===== src/rtl/demux_32_bit_stream_pkg.sv =====
// Shared constants for the 1-to-2 stream demultiplexer: default word width,
// select encodings and output count.
package demux_32_bit_stream_pkg;
  localparam int   WIDTH_DEF = 32;
  localparam int   NUM_OUTS  = 2;
  localparam logic SEL_OUT_0 = 1'b0;
  localparam logic SEL_OUT_1 = 1'b1;
endpackage


===== src/rtl/demux_out_fifo.sv =====
// Per-output FIFO: storage, wrap-around pointers and occupancy level.
// Push and pop are qualified internally so overflow/underflow cannot occur.
module demux_out_fifo #(
  parameter int WIDTH = 32,
  parameter int DEPTH = 4,
  parameter int LVLW  = $clog2(DEPTH) + 1
) (
  input  logic             clk,
  input  logic             rst,
  input  logic             push,
  input  logic [WIDTH-1:0] din,
  input  logic             pop,
  output logic             full,
  output logic             empty,
  output logic [WIDTH-1:0] head,
  output logic [LVLW-1:0]  level
);
  localparam int PW = $clog2(DEPTH);

  logic [DEPTH-1:0][WIDTH-1:0] mem_q, mem_d;
  logic [PW-1:0]               wr_ptr_q, wr_ptr_d, rd_ptr_q, rd_ptr_d;
  logic [LVLW-1:0]             level_q, level_d;
  logic [WIDTH-1:0]            last_q, last_d;
  logic                        do_push, do_pop;

  assign full  = (level_q == LVLW'(DEPTH));
  assign empty = (level_q == '0);
  assign level = level_q;
  // Once drained, keep presenting the word that was last at the head.
  assign head  = empty ? last_q : mem_q[rd_ptr_q];

  always_comb begin
    do_push  = push & ~full;
    do_pop   = pop & ~empty;
    mem_d    = mem_q;
    wr_ptr_d = wr_ptr_q;
    rd_ptr_d = rd_ptr_q;
    level_d  = level_q;
    last_d   = last_q;
    if (do_push) begin
      mem_d[wr_ptr_q] = din;
      wr_ptr_d        = wr_ptr_q + PW'(1);
    end
    if (do_pop) begin
      rd_ptr_d = rd_ptr_q + PW'(1);
      last_d   = mem_q[rd_ptr_q];
    end
    if (do_push && !do_pop)      level_d = level_q + LVLW'(1);
    else if (!do_push && do_pop) level_d = level_q - LVLW'(1);
  end

  always_ff @(posedge clk or posedge rst) begin
    if (rst) begin
      mem_q    <= '0;
      wr_ptr_q <= '0;
      rd_ptr_q <= '0;
      level_q  <= '0;
      last_q   <= '0;
    end else begin
      mem_q    <= mem_d;
      wr_ptr_q <= wr_ptr_d;
      rd_ptr_q <= rd_ptr_d;
      level_q  <= level_d;
      last_q   <= last_d;
    end
  end
endmodule


===== src/rtl/demux_32_bit_stream.sv =====
// Registered 1-to-2 demultiplexer: steers each accepted input word into one of
// two independent output FIFOs chosen by select.
module demux_32_bit_stream
  import demux_32_bit_stream_pkg::*;
#(
  parameter int WIDTH = WIDTH_DEF,
  parameter int DEPTH = 4,
  parameter int LVLW  = $clog2(DEPTH) + 1
) (
  input  logic             clk,
  input  logic             rst,
  input  logic             in_valid,
  output logic             in_ready,
  input  logic [WIDTH-1:0] in_data,
  input  logic             select,
  output logic             out_0_valid,
  input  logic             out_0_ready,
  output logic [WIDTH-1:0] out_0_data,
  output logic             out_1_valid,
  input  logic             out_1_ready,
  output logic [WIDTH-1:0] out_1_data,
  output logic [LVLW-1:0]  level_0,
  output logic [LVLW-1:0]  level_1
);
  logic [NUM_OUTS-1:0]             sel_dec, fifo_push, fifo_pop, fifo_full, fifo_empty;
  logic [NUM_OUTS-1:0][WIDTH-1:0]  fifo_head;
  logic [NUM_OUTS-1:0][LVLW-1:0]   fifo_level;

  // Readiness only looks at the selected FIFO's full flag, never at consumer ready.
  assign in_ready   = (select == SEL_OUT_1) ? ~fifo_full[1] : ~fifo_full[0];
  assign sel_dec    = {select == SEL_OUT_1, select == SEL_OUT_0};
  assign fifo_push  = {NUM_OUTS{in_valid & in_ready}} & sel_dec;
  assign fifo_pop   = {out_1_ready, out_0_ready};

  for (genvar gi = 0; gi < NUM_OUTS; gi++) begin : g_fifo
    demux_out_fifo #(.WIDTH(WIDTH), .DEPTH(DEPTH), .LVLW(LVLW)) u_fifo (
      .clk   (clk),
      .rst   (rst),
      .push  (fifo_push[gi]),
      .din   (in_data),
      .pop   (fifo_pop[gi]),
      .full  (fifo_full[gi]),
      .empty (fifo_empty[gi]),
      .head  (fifo_head[gi]),
      .level (fifo_level[gi])
    );
  end

  assign out_0_valid = ~fifo_empty[0];
  assign out_1_valid = ~fifo_empty[1];
  assign out_0_data  = fifo_head[0];
  assign out_1_data  = fifo_head[1];
  assign level_0     = fifo_level[0];
  assign level_1     = fifo_level[1];
endmodule

===== config.mk =====
export PLATFORM = sky130hd
export DESIGN_NAME = demux_32_bit_stream
export DESIGN_NICKNAME = d
export VERILOG_FILES = /design/src/rtl/demux_32_bit_stream_pkg.sv /design/src/rtl/demux_out_fifo.sv /design/src/rtl/demux_32_bit_stream.sv
export SDC_FILE = /design/constraint.sdc
export NUM_CORES = 1
export LEC_CHECK = 0
export CELL_PAD_IN_SITES_DETAIL_PLACEMENT = 1
export CELL_PAD_IN_SITES_GLOBAL_PLACEMENT = 1
export CORE_MARGIN = 2
export CORE_UTILIZATION = 35
export CTS_CLUSTER_SIZE = 28
export DETAILED_ROUTE_END_ITERATION = 10
export PLACE_DENSITY_LB_ADDON = 0.1
export SETUP_SLACK_MARGIN = 0.15
export SYNTH_ARGS = -nofsm -noshare
export SYNTH_HDL_FRONTEND = slang
export SYNTH_SLANG_ARGS = --single-unit

===== constraint.sdc =====
create_clock -name clk -period 29 [get_ports clk]
set_input_delay 5.8 -clock clk [delete_from_list [all_inputs] [get_ports clk]]
set_output_delay 5.8 -clock clk [all_outputs]
set_load 0.005 [all_outputs]

==> flow_summary.json, run 1 <==
{
  "path_cells": "clkdlybuf4s50_1 -> mux2_2 -> clkdlybuf4s50_1",
  "fp-row-count": 75,
  "syn_nets": 945,
  "p_clk_share_pct": 21.1,
  "cp_num_buf_inv": 2,
  "fin_crit_ns": 12.98,
  "post_cts_resized": 0,
  "final_antenna_net_count": 0,
  "synth_cell_types": 25,
  "worst_slew_pin_slew_ns": 1.078,
  "first_global_vias": 9130,
  "hold_class": "register to register",
  "end_kind": "output port",
  "synth_compound_area_share_pct": 0,
  "cts-buffers-inserted": 40,
  "syn_area_per_cell_sq_um": 16.79,
  "mostFrequentLayoutCell": "mux2_2",
  "worstPathRequired_ns": 23.20,
  "switchingPower_mw": 0.6673,
  "dieHeight_um": 211.2,
  "drive_above_1_share_pct": 51.06,
  "fin_util_pct": 42.27,
  "die_w_um": 211.2,
  "hpwl_um": 19880,
  "clk_latency_ns": 0.54,
  "io_buffer_count": 110,
  "synth_xor_area_share_pct": 0.6992,
  "synth_warnings": 0,
  "first_iter_violations": 186,
  "synthMuxAreaShare_pct": 38.73,
  "ys_seq_area_share_pct": 55.61,
  "wl_per_cell_um": 22.26,
  "clockBufferDepth": 3,
  "cp.arrival_ns": 7.17,
  "antenna_cells": 0,
  "dieArea_sq_um": 44620,
  "setup_viol": 0,
  "crit_path_start_kind": "input port",
  "dr.pass1.iters": 4,
  "critPathLaunch": "select",
  "cts_setup_buffers": 0,
  "sw_frac_of_total_pct": 29.07,
  "cp_common_cell": "clkdlybuf4s50_1",
  "cts_tree": "done",
  "antenna_found_initial": 0,
  "final.setup.tns_ns": 0,
  "clock-sinks": 334,
  "io-pin-count": 111,
  "grt_overflow": 0,
  "p_int_mw": 1.628,
  "relSlewSlack_pct": 28.16,
  "combPwrFrac_pct": 41.9,
  "place_congestion": 0.6675,
  "grt_pass1_wl_um": 55760,
  "grt_max_degree": 137,
  "ys_seq_elements": 334,
  "synthAdderAreaFrac_pct": 1.099,
  "crit_type": "input port to output port",
  "fin_skew_ns": 0.01233,
  "status": "finished, final reports clean",
  "finalHoldViolCount": 0,
  "synth_top_family_by_area": "multiplexers",
  "initial_core_util_pct": 35.67,
  "peakVddDrop_mv": 0.06250,
  "crit_path_max_incr_delay_ns": 0.57,
  "ys.flop_type": "dfrtp_1",
  "timing.fmax_ghz": 0.07707,
  "yosys.area_share.simple_pct": 0.9823,
  "stdcell_area_sq_um": 17810,
  "maxCapViolCount": 0,
  "r2r_start": "g_fifo[1].u_fifo.level[0]",
  "cts.htree.levels": 2,
  "p_per_area_nw_per_um2": 128.9,
  "leakage_nw": 7.505,
  "placed_cell_area_sq_um": 16540,
  "finalMaxSlewViolations": 0,
  "core_sq_um": 42130,
  "nets": 1057,
  "cp_max_fo": 7,
  "min-delay-start": "g_fifo[0].u_fifo.mem_q[114]",
  "drc": 0,
  "cts-root-buf": "clkbuf_16",
  "cts_hold_buf": 0,
  "synth_cells": 895,
  "cts.clk_slew.worst_paths_ns": 0.05,
  "cp_top_family": "buffers and inverters",
  "cp_slowest_cell": "clkdlybuf4s50_1",
  "area.growth.synth_to_final_pct": 18.48,
  "synth-edff-count": 0,
  "synth_area_sq_um": 15030,
  "vias": 8068,
  "grtUsageTotal_pct": 16.50,
  "wl_um": 35010,
  "fin_crit_sh_pct": 44.74,
  "synthArstFlopShare_pct": 100.0,
  "rsz0062_at_grt": "false",
  "vias_per_cell": 5.129,
  "p_seq_share_pct": 37.0,
  "final_cell_mix": "381 x mux2_2, 330 x dfrtp_1, 110 x clkdlybuf4s50_1",
  "n_fill_cell": 4088
}
[per-layer routing]
| metal | vias up | GRT usage, % | part of all wire, % | wire, um |
|---|---|---|---|---|
| li1 | 3540 | - | - | - |
| met1 | 4379 | 22.84 | 47 | 16530 |
| met2 | 103 | 26.83 | 48 | 16750 |
| met3 | 46 | 2.646 | 3.1 | 1068 |
| met4 | 0 | 4.808 | 1.9 | 664 |
| met5 | - | 0 | 0 | 0 |
[power groups by stage]
stage / Combinational [mW] / Clock [mW] / Sequential, mW
2_1_floorplan: 0.659 / 0 / 0.786
3_3_place_gp: 0.966 / 0 / 0.850
3_5_place_dp: 0.979 / 0 / 0.860
4_1_cts: 0.986 / 0.503 / 0.852
5_1_grt: 1.05 / 0.522 / 0.885
6_report: 0.962 / 0.485 / 0.848
[stage by stage]
step / hold slack (ns) / std cells / setup slack, ns / power (mW)
4_1_cts: 0.4968 / 1573 / 16.02 / 2.342
2_1_floorplan: 0.4589 / 895 / 13.95 / 1.445
3_3_place_gp: 0.4685 / 1504 / 16.04 / 1.816
5_1_grt: 0.5085 / 1573 / 15.95 / 2.453
6_report: 0.4885 / 1573 / 16.03 / 2.295
3_5_place_dp: 0.4842 / 1504 / 16.03 / 1.838
[kinds of logic (layout without fill, tap and decap cells)]
| family | count (synthesis) | in the layout |
|---|---|---|
| multiplexers | 453 | 453 |
| adder cells (fa/ha/maj) | 12 | 12 |
| buffers and inverters | 63 | 202 |
| AND/OR/NAND/NOR | 21 | 21 |
| flip-flops | 334 | 334 |
| XOR/XNOR | 12 | 12 |
[worst register-to-register path: cells and delay by family (launching register included)]
kind / cells / cell delay, ns
buffers and inverters: 2 / 0.38
XOR/XNOR: 2 / 0.32
flip-flops: 1 / 0.45
AND/OR/NAND/NOR: 3 / 1.20
adder cells (fa/ha/maj): 2 / 0.69
[state kept, by name, indices dropped and copies added, names as in the netlist]
name,flops
g_fifo.u_fifo.last_q,64
g_fifo.u_fifo.level,6
g_fifo.u_fifo.mem_q,256
g_fifo.u_fifo.rd_ptr_q,4
g_fifo.u_fifo.wr_ptr_q,4
[area by class of cell]
cell class | count | area (sq um) | share of cell area [%]
flip-flops and latches | 334 | 8363 | 46.96
multi-input cells | 498 | 6242 | 35.05
repair buffers | 125 | 1226 | 6.885
clock buffers | 65 | 1216 | 6.829
well taps | 539 | 674.4 | 3.787
clock inverters | 4 | 48.80 | 0.2740
inverters | 8 | 37.54 | 0.2108
[cells in the mapped netlist, types with 2 or more instances]
cell type,number,area [sq um]
xnor2_1,8,70.07
buf_6,12,135.1
clkbuf_1,5,18.77
inv_1,8,30.03
mux2_1,8,90.09
buf_2,13,65.06
buf_4,24,180.2
dfrtp_1,334,8358
or3b_1,2,17.52
nor2_1,2,7.510
or3_1,2,12.51
mux4_2,64,1441
mux2_2,381,4290
nand4_1,4,25.02
ha_1,10,125.1
nand3_2,4,40.04
fa_1,2,40.04
nand3_1,2,10.01
xor2_1,4,35.03
[worst paths after layout]
kind	to	slack (ns)	cells past startpoint
hold reg to reg	g_fifo[0].u_fifo.mem_q[114]	0.49	1
setup / recovery	in_ready	16.03	3
hold / removal	g_fifo[0].u_fifo.mem_q[114]	0.49	1
min in group asynchronous	g_fifo[0].u_fifo.level[1]	5.87	2
max in group asynchronous	g_fifo[1].u_fifo.last_q[16]	20.93	4
setup reg to reg	g_fifo[1].u_fifo.level[2]	25.88	9
No activity file was read; power rests on OpenSTA's default activity.
==> inputs of run 2 (changes only) <==
Clock period 29 ns to 12.5 ns, I/O delays scaled along.
==> run 2 against run 1 <==
Effect of this change:
- via count is 0.87% higher
- core utilization hardly changed
- sequential power is 130% higher
- sequential share of layout area hardly changed
- critical path depth stayed put
- cell count stayed put
- total power is 130% higher
- wire length is 1.6% higher
- worst hold slack worse by 0.0050 ns
- combinational power is 130% higher
- critical path type unchanged
- critical endpoint unchanged
- highest routed layer unchanged
==> flow_summary.json, run 2 (synthesis results as in run 1) <==
{
  "status": "finished, final reports clean",
  "top_layer_used": "met4",
  "cp_max_fo": 7,
  "wl_per_cell_um": 22.61,
  "drive_above_1_share_pct": 51.26,
  "regMostFlops": "g_fifo.u_fifo.mem_q",
  "n_fill_cell": 4105,
  "wl_um": 35560,
  "end_kind": "output port",
  "switchingPower_mw": 1.554,
  "clk_latency_ns": 0.54,
  "dieHeight_um": 211.2,
  "drc": 0,
  "fp-row-count": 75,
  "p_clk_share_pct": 21.3,
  "post_cts_resized": 0,
  "cts_setup_buffers": 0,
  "met3_length_um": 1076,
  "mostFrequentLayoutCell": "mux2_2",
  "worstPathRequired_ns": 10.00,
  "cts_hold_buf": 0,
  "r2r_start": "g_fifo[1].u_fifo.level[0]",
  "p_per_area_nw_per_um2": 299.6,
  "combPwrFrac_pct": 41.8,
  "timing.fmax_ghz": 0.1568,
  "cp_common_cell": "clkdlybuf4s50_1",
  "fin_ws_ns": 6.121,
  "crit_end": "in_ready",
  "rrSetupSlack_ns": 9.30,
  "routed-wl-met2_um": 16790,
  "placed_cell_area_sq_um": 16540,
  "rr_endpoint": "g_fifo[1].u_fifo.level[2]",
  "dieArea_sq_um": 44620,
  "largest_reg_flops": 256,
  "finalHoldViolCount": 0,
  "fin_skew_ns": 0.01190,
  "rsz0062_at_grt": "false",
  "p_seq_share_pct": 36.9,
  "place_congestion": 0.6509,
  "finalMaxSlewViolations": 0,
  "first_global_vias": 9166,
  "worst_slew_pin_slew_ns": 1.033,
  "nets": 1057,
  "r2r_cells": 9,
  "final_antenna_net_count": 0,
  "cts_tree": "done",
  "vias": 8138,
  "antenna_found_initial": 0,
  "area.growth.synth_to_final_pct": 18.60,
  "antenna_cells": 0,
  "cts-buffers-inserted": 40,
  "cp_top_family": "buffers and inverters",
  "crit_type": "input port to output port",
  "sw_frac_of_total_pct": 29.10,
  "cp.depth": 3,
  "initial_core_util_pct": 35.67,
  "stdcell_area_sq_um": 17830,
  "die_w_um": 211.2,
  "io_buffer_count": 110,
  "crit_path_max_incr_delay_ns": 0.58,
  "clockBufferDepth": 3,
  "peakVddDrop_mv": 0.1251,
  "met1_length_um": 16870,
  "final_cell_mix": "381 x mux2_2, 330 x dfrtp_1, 110 x clkdlybuf4s50_1",
  "fin_crit_sh_pct": 51.03,
  "maxCapViolCount": 0,
  "grt_pass1_wl_um": 56190,
  "clock-sinks": 334,
  "relSlewSlack_pct": 31.13,
  "leakage_nw": 7.513,
  "p_int_mw": 3.787,
  "post-place-ws_ns": 6.120,
  "critPathLaunch": "select",
  "grt_max_degree": 152,
  "path_cells": "clkdlybuf4s50_1 -> mux2_2 -> clkdlybuf4s50_1",
  "cp.arrival_ns": 3.88,
  "cp_num_buf_inv": 2,
  "vias_per_cell": 5.174,
  "setup_viol": 0,
  "io-pin-count": 111,
  "grtUsageTotal_pct": 16.76,
  "cts.htree.levels": 2,
  "cts.clk_slew.worst_paths_ns": 0.05,
  "dr.pass1.iters": 4,
  "core_sq_um": 42130,
  "cp_slowest_cell": "clkdlybuf4s50_1",
  "hold_class": "register to register",
  "crit_path_start_kind": "input port",
  "fin_crit_ns": 6.379,
  "cts-root-buf": "clkbuf_16",
  "hpwl_um": 20260,
  "first_iter_violations": 289,
  "grt_overflow": 0,
  "final.setup.tns_ns": 0
}
run 2: cell types whose count changed in the layout (fill, tap and decap cells not counted):
cell,delta
clkbuf_1,-2
clkinv_4,-1
clkinvlp_4,+1
clkbuf_8,+2
run 2: worst min-delay path by stage:
stage                                            from                     endpoint  slack, ns  depth (start not counted)
after floorplan           g_fifo[0].u_fifo.mem_q[114]  g_fifo[0].u_fifo.mem_q[114]       0.46                          1
after global placement    g_fifo[0].u_fifo.mem_q[119]  g_fifo[0].u_fifo.mem_q[119]       0.47                          1
after detailed placement  g_fifo[0].u_fifo.mem_q[116]  g_fifo[0].u_fifo.mem_q[116]       0.48                          1
after CTS                 g_fifo[0].u_fifo.mem_q[116]  g_fifo[0].u_fifo.mem_q[116]       0.49                          1
after global routing      g_fifo[0].u_fifo.mem_q[116]  g_fifo[0].u_fifo.mem_q[116]       0.51                          1
final                     g_fifo[0].u_fifo.mem_q[116]  g_fifo[0].u_fifo.mem_q[116]       0.48                          1
run 2: through the flow:
| step | total power [mW] | hold WS (ns) | cells | util (%) |
|---|---|---|---|---|
| 6_report | 5.341 | 0.4835 | 1573 | 42.31 |
| 5_1_grt | 5.708 | 0.5076 | 1573 | 42.31 |
| 4_1_cts | 5.453 | 0.4906 | 1573 | 42.31 |
| 3_5_place_dp | 4.271 | 0.4784 | 1504 | 39.26 |
| 3_3_place_gp | 4.218 | 0.4715 | 1504 | 39.26 |
| 2_1_floorplan | 3.352 | 0.4589 | 895 | - |
run 2: layout make-up:
| cell class | count | area, sq um | area share (%) |
|---|---|---|---|
| inverter | 8 | 37.54 | 0.2106 |
| multi-input combinational | 498 | 6242 | 35.02 |
| sequential | 334 | 8363 | 46.91 |
| clock buffer | 65 | 1236 | 6.934 |
| tap | 539 | 674.4 | 3.783 |
| clock inverter | 4 | 47.55 | 0.2667 |
| timing repair buffer | 125 | 1226 | 6.878 |
run 2: power by group through the flow:
stage / sequential, mW / clock [mW] / combinational, mW
after floorplan: 1.82 / 0 / 1.53
after global placement: 1.98 / 0 / 2.24
after detailed placement: 2.00 / 0 / 2.27
after CTS: 1.98 / 1.18 / 2.29
after global routing: 2.06 / 1.22 / 2.43
final: 1.97 / 1.14 / 2.23
run 2: routing by layer:
layer	up-vias	global-route usage (%)
li1	3550	-
met1	4428	23.27
met2	108	26.94
met3	52	2.721
met4	0	5.318
met5	-	0
==> inputs of run 3 (changes only) <==
Clock period 12.5 ns to 5.6 ns, I/O delays scaled along.
==> run 3 against run 2 <==
Effect of this change:
- critical path type is now register to output port
- worst hold slack improved by 0.0043 ns
- cell count is 0.13% higher
- total power rose by 120%
- clock skew decreased by 0.0042 ns
- count of clock-buffer cells in the layout fell by 5
- critical path depth is 1 higher
- largest power group unchanged
- non-clock buffer count is 2 higher
- clock power is 110% higher
- flip-flop and latch count is the same
- first-iteration DRC count is 8.0% lower
- wire length shrank 1.7%
- sequential share of layout area grew 0.12 points
==> flow_summary.json, run 3 (synthesis results as in run 1) <==
{
  "status": "finished, final reports clean",
  "seqCellArea_sq_um": 8363,
  "relSlewSlack_pct": 32.07,
  "crit_path_max_incr_delay_ns": 1.00,
  "grtUsageTotal_pct": 16.41,
  "min-delay-start": "g_fifo[0].u_fifo.mem_q[119]",
  "r2r_start": "g_fifo[1].u_fifo.level[0]",
  "setup_viol": 0,
  "antenna_found_initial": 0,
  "peakVddDrop_mv": 0.2877,
  "path_cells": "buf_4 -> mux4_2 -> mux2_2 -> clkdlybuf4s50_1",
  "vias_per_cell": 5.150,
  "cp_slowest_cell": "dfrtp_2",
  "n_fill_cell": 4110,
  "drive_above_1_share_pct": 51.35,
  "vias": 8112,
  "cts.htree.levels": 2,
  "area.growth.synth_to_final_pct": 18.31,
  "timing.fmax_ghz": 0.2283,
  "hpwl_um": 20670,
  "dr.pass1.iters": 4,
  "maxCapViolCount": 0,
  "end_kind": "output port",
  "clock-sinks": 334,
  "wl_um": 34950,
  "mostFrequentLayoutCell": "mux2_2",
  "cp_top_family": "flip-flops",
  "finalMaxSlewViolations": 0,
  "place_congestion": 0.6833,
  "grt_max_degree": 129,
  "worstPathRequired_ns": 4.48,
  "core_sq_um": 42130,
  "rsz0062_at_grt": "false",
  "dieHeight_um": 211.2,
  "leakage_nw": 7.497,
  "p_per_area_nw_per_um2": 662.7,
  "cts.clk_slew.worst_paths_ns": 0.06,
  "cts_tree": "done",
  "drc": 0,
  "grt_pass1_wl_um": 55630,
  "grt_overflow": 0,
  "cts-buffers-inserted": 39,
  "hold_class": "register to register",
  "worst_slew_pin_slew_ns": 1.019,
  "io_buffer_count": 110,
  "die_w_um": 211.2,
  "multiInputGateArea_sq_um": 6242,
  "dieArea_sq_um": 44620,
  "post_cts_resized": 0,
  "final.setup.tns_ns": 0,
  "nets": 1058,
  "fp-row-count": 75,
  "cp_num_buf_inv": 2,
  "first_global_vias": 8975,
  "first_iter_violations": 266,
  "io-pin-count": 111,
  "fin_crit_ns": 4.380,
  "wl_per_cell_um": 22.19,
  "cts-root-buf": "clkbuf_16",
  "antenna_cells": 0,
  "cp.arrival_ns": 3.26,
  "fin_skew_ns": 0.007707,
  "largest_reg_flops": 256,
  "clk_latency_ns": 0.54,
  "finalHoldViolCount": 0,
  "crit_path_start_kind": "register",
  "crit_type": "register to output port",
  "cp_max_fo": 25,
  "final_cell_mix": "381 x mux2_2, 330 x dfrtp_1, 110 x clkdlybuf4s50_1",
  "clockBufferDepth": 3,
  "cts_hold_buf": 0,
  "critPathLaunch": "g_fifo[0].u_fifo.rd_ptr_q[0]",
  "fin_util_pct": 42.21,
  "cts_setup_buffers": 0,
  "final_antenna_net_count": 0,
  "regMostFlops": "g_fifo.u_fifo.mem_q",
  "fin_crit_sh_pct": 78.21,
  "initial_core_util_pct": 35.67
}
## run 3: worst reg2reg max path, delay by kind of cell, from the launching register on
family        cells  cell delay, ns
xor+xnor          2            0.32
fa+ha+maj         2            0.69
buf+inv           2            0.44
flops             1            0.44
simple gates      3            1.47
## run 3: per-stage QoR
stage | setup WS, ns | area, sq um | hold slack (ns) | cells | power (mW)
global placement | 1.695 | 16570 | 0.4700 | 1506 | 9.402
finish | 1.220 | 17780 | 0.4878 | 1575 | 11.78
floorplan | 0.01738 | 15030 | 0.4589 | 895 | 7.484
CTS | 1.065 | 17780 | 0.4931 | 1575 | 12.05
global route | 0.9646 | 17780 | 0.5069 | 1575 | 12.60
detailed placement | 1.669 | 16570 | 0.4797 | 1506 | 9.512
## run 3: cell type report
class                   instances  share of cell area [%]
flip-flops and latches        334                   47.03
multi-input cells             498                   35.10
repair buffers                127                   7.050
clock buffers                  60                   6.501
well taps                     539                   3.792
clock inverters                 9                  0.3377
inverters                       8                  0.1900
## run 3: where the power goes
group          internal [mW]  switching [mW]
clock                   1.42            1.01
combinational           3.26            1.62
sequential              3.65           0.831
total                   8.33            3.46
## run 3: worst paths after layout
check | to | slack, ns | cells past startpoint
min in group asynchronous | g_fifo[0].u_fifo.last_q[30] | 0.88 | 2
hold reg to reg | g_fifo[0].u_fifo.mem_q[119] | 0.49 | 1
setup reg to reg | g_fifo[1].u_fifo.level[2] | 2.16 | 9
setup / recovery | out_0_data[8] | 1.22 | 4
max in group asynchronous | g_fifo[0].u_fifo.rd_ptr_q[0] | 3.63 | 3
hold / removal | g_fifo[0].u_fifo.mem_q[119] | 0.49 | 1
## run 3: layer usage
layer	track usage, %	vias to the layer above	part of all wire (%)
li1	-	3543	-
met1	22.62	4425	47
met2	26.77	102	49
met3	3.241	42	3.4
met4	3.813	0	1.5
met5	0	-	0
==> variant, RTL diff (config.mk and constraints of run 3) <==
`mem_q` no longer has a reset.
--- a/src/rtl/demux_out_fifo.sv
+++ b/src/rtl/demux_out_fifo.sv
@@ -51,18 +51,20 @@
 
   always_ff @(posedge clk or posedge rst) begin
     if (rst) begin
-      mem_q    <= '0;
       wr_ptr_q <= '0;
       rd_ptr_q <= '0;
       level_q  <= '0;
       last_q   <= '0;
     end else begin
-      mem_q    <= mem_d;
       wr_ptr_q <= wr_ptr_d;
       rd_ptr_q <= rd_ptr_d;
       level_q  <= level_d;
       last_q   <= last_d;
     end
   end
+
+  always_ff @(posedge clk) begin
+    mem_q <= mem_d;
+  end
 endmodule
 
Function: same outputs for any inputs over 4 cycles, from zero or initial values and one cycle with rst high; that may be too few to reach the edited logic, so the function may still have changed.
==> variant against run 3 <==
Worst setup slack gained 0.085 ns; total power down 23%; design area fell by 9.0%; non-clock buffer count down 13; sequential cell count unchanged; core utilization rose by 0.76 points; register-to-register slack improved by 0.24 ns; clock skew grew 0.0078 ns; routed wire length fell by 17%; synthesized area is 11% lower; critical endpoint is now out_1_data[8]; largest cell class unchanged; highest routed layer unchanged.
==> variant: results (changes against run 3) <==
status complete, no violations; Hold Path Class register to register; postcts setup bufs 0 (unchanged); drt total wl 28.9 mm (-17%); H-tree depth 2 (unchanged); Biggest register g_fifo.u_fifo.mem_q; max reg flops 256 (unchanged); DRT Pass-1 Iters 4 (unchanged); first-pass GRT wire length 44.3 mm (-20%); EDFF count, synth 256 (+256); initial antenna violation count 0 (unchanged); Max transition margin 0.239 (-0.0821); Area contributors post-synth edfxtp_1 57%, dfrtp_1 15%, mux2_2 11%, mux4_2 9.8%, buf_6 1.3%; largest net degree at the start of global routing 61 (-53%); peak supply drop 0.283 mV (-1.6%); gr usage total 0.151 (-0.0128); via count 6169 (-24%); Multi-input gate area 3410 µm² (-45%); CTS root buf clkbuf_16; Synth cell types 27 (+8.0%); Placement Cell Area 14900 µm² (-10%); vias in the first global route 7204 (-20%); Top FF cell, synth edfxtp_1; Net Count, Synth 664 (-30%); leakage power of the design 5.54 nW (-26%); Max FO, Critical Path 24 (-4.0%); Worst Skew 0.0155 ns (+0.00777 ns); fin nets 789 (-25%); Filler cells 3558 (-13%); clock latency at the later pin of the worst-skew pair 0.51 ns (-0.03 ns); CTS resizes 0 (unchanged); Clock Path Buffers 3 (unchanged); antenna cell count 0 (unchanged); HPWL after detailed placement 16.8 mm (-19%); post-synthesis sequential area ratio 0.720 (+0.164); clk slew on worst S/H paths 0.06 ns (about the same); layout cell share with drive strength beyond 1 0.357 (-0.157); TritonCTS Buffers 39 (unchanged); ys async rst share 0.234 (-0.766); routability cong. 0.670 (-1.9%); Syn. warnings 0 (unchanged); Port Buf Inserts 110 (unchanged); initial drt markers 320 (+20%); critical path arrival 3.17 ns (-0.09 ns); Commonest cells post-synth 256 x edfxtp_1, 129 x mux2_2, 78 x dfrtp_1
==> variant: cell types whose count changed after synthesis, moves of 6 or more <==
cell             run 3  this run
and2_1               0         8
buf_2               13         6
buf_4               24         0
dfrtp_1            334        78
edfxtp_1             0       256
mux2_1               8         0
mux2_2             381       129
mux4_1               0         6
mux4_2              64        58
==> variant: power breakdown <==
part | switching (mW) | internal (mW)
clock | 0.966 | 1.61
sequential | 0.418 | 3.19
combinational | 1.07 | 1.79
total | 2.45 | 6.60
==> variant: stage by stage <==
stage	std cells	hold slack, ns	setup WS (ns)
after floorplan	614	0.475	2.48
after global placement	1209	0.482	1.73
after detailed placement	1209	0.490	1.75
after CTS	1279	0.503	1.18
after global routing	1279	0.512	1.04
final	1279	0.500	1.31
==> variant: logic make-up (layout without fill, tap and decap cells) <==
family                   count (synthesis)  in the layout  share of synthesized area
multiplexers                           196            196                      0.221
adder cells (fa/ha/maj)                 12             12                     0.0123
buffers and inverters                   37            191                     0.0261
AO/OA/AOI/OAI                            2              2                   0.000841
XOR/XNOR                                12             12                    0.00785
AND/OR/NAND/NOR                         21             21                     0.0115
flip-flops                             334            334                      0.720
==> variant: final timing paths <==
kind	from	end	cells after the start	slack, ns
max	g_fifo[1].u_fifo.rd_ptr_q[0]	out_1_data[8]	4	1.31
min	g_fifo[0].u_fifo.last_q[4]	g_fifo[0].u_fifo.last_q[4]	1	0.50
max reg2reg	g_fifo[0].u_fifo.level[0]	g_fifo[0].u_fifo.level[2]	8	2.40
min reg2reg	g_fifo[0].u_fifo.last_q[4]	g_fifo[0].u_fifo.last_q[4]	1	0.50
max in group asynchronous	rst	g_fifo[1].u_fifo.last_q[13]	3	3.54
min in group asynchronous	rst	g_fifo[0].u_fifo.last_q[16]	2	1.19
==> variant: area by class of cell <==
| type | instances | area share |
|---|---|---|
| flip-flops and latches | 334 | 0.596 |
| multi-input cells | 243 | 0.211 |
| clock inverters | 15 | 0.0113 |
| well taps | 511 | 0.0395 |
| repair buffers | 114 | 0.0699 |
| inverters | 7 | 0.00178 |
| clock buffers | 55 | 0.0710 |
==> variant: layer usage <==
metal	vias to the layer above	share of wire	global-route usage
met5	-	0	0
met4	0	0.018	0.0368
met3	37	0.034	0.0253
met2	107	0.52	0.265
met1	3321	0.43	0.196
li1	2704	-	-
==> variant: critical path: stages, from the launching register on <==
cell	delay [ns]
dfrtp_2	0.96
buf_4	0.40
mux4_2	0.54
mux2_2	0.32
clkdlybuf4s50_1	0.45
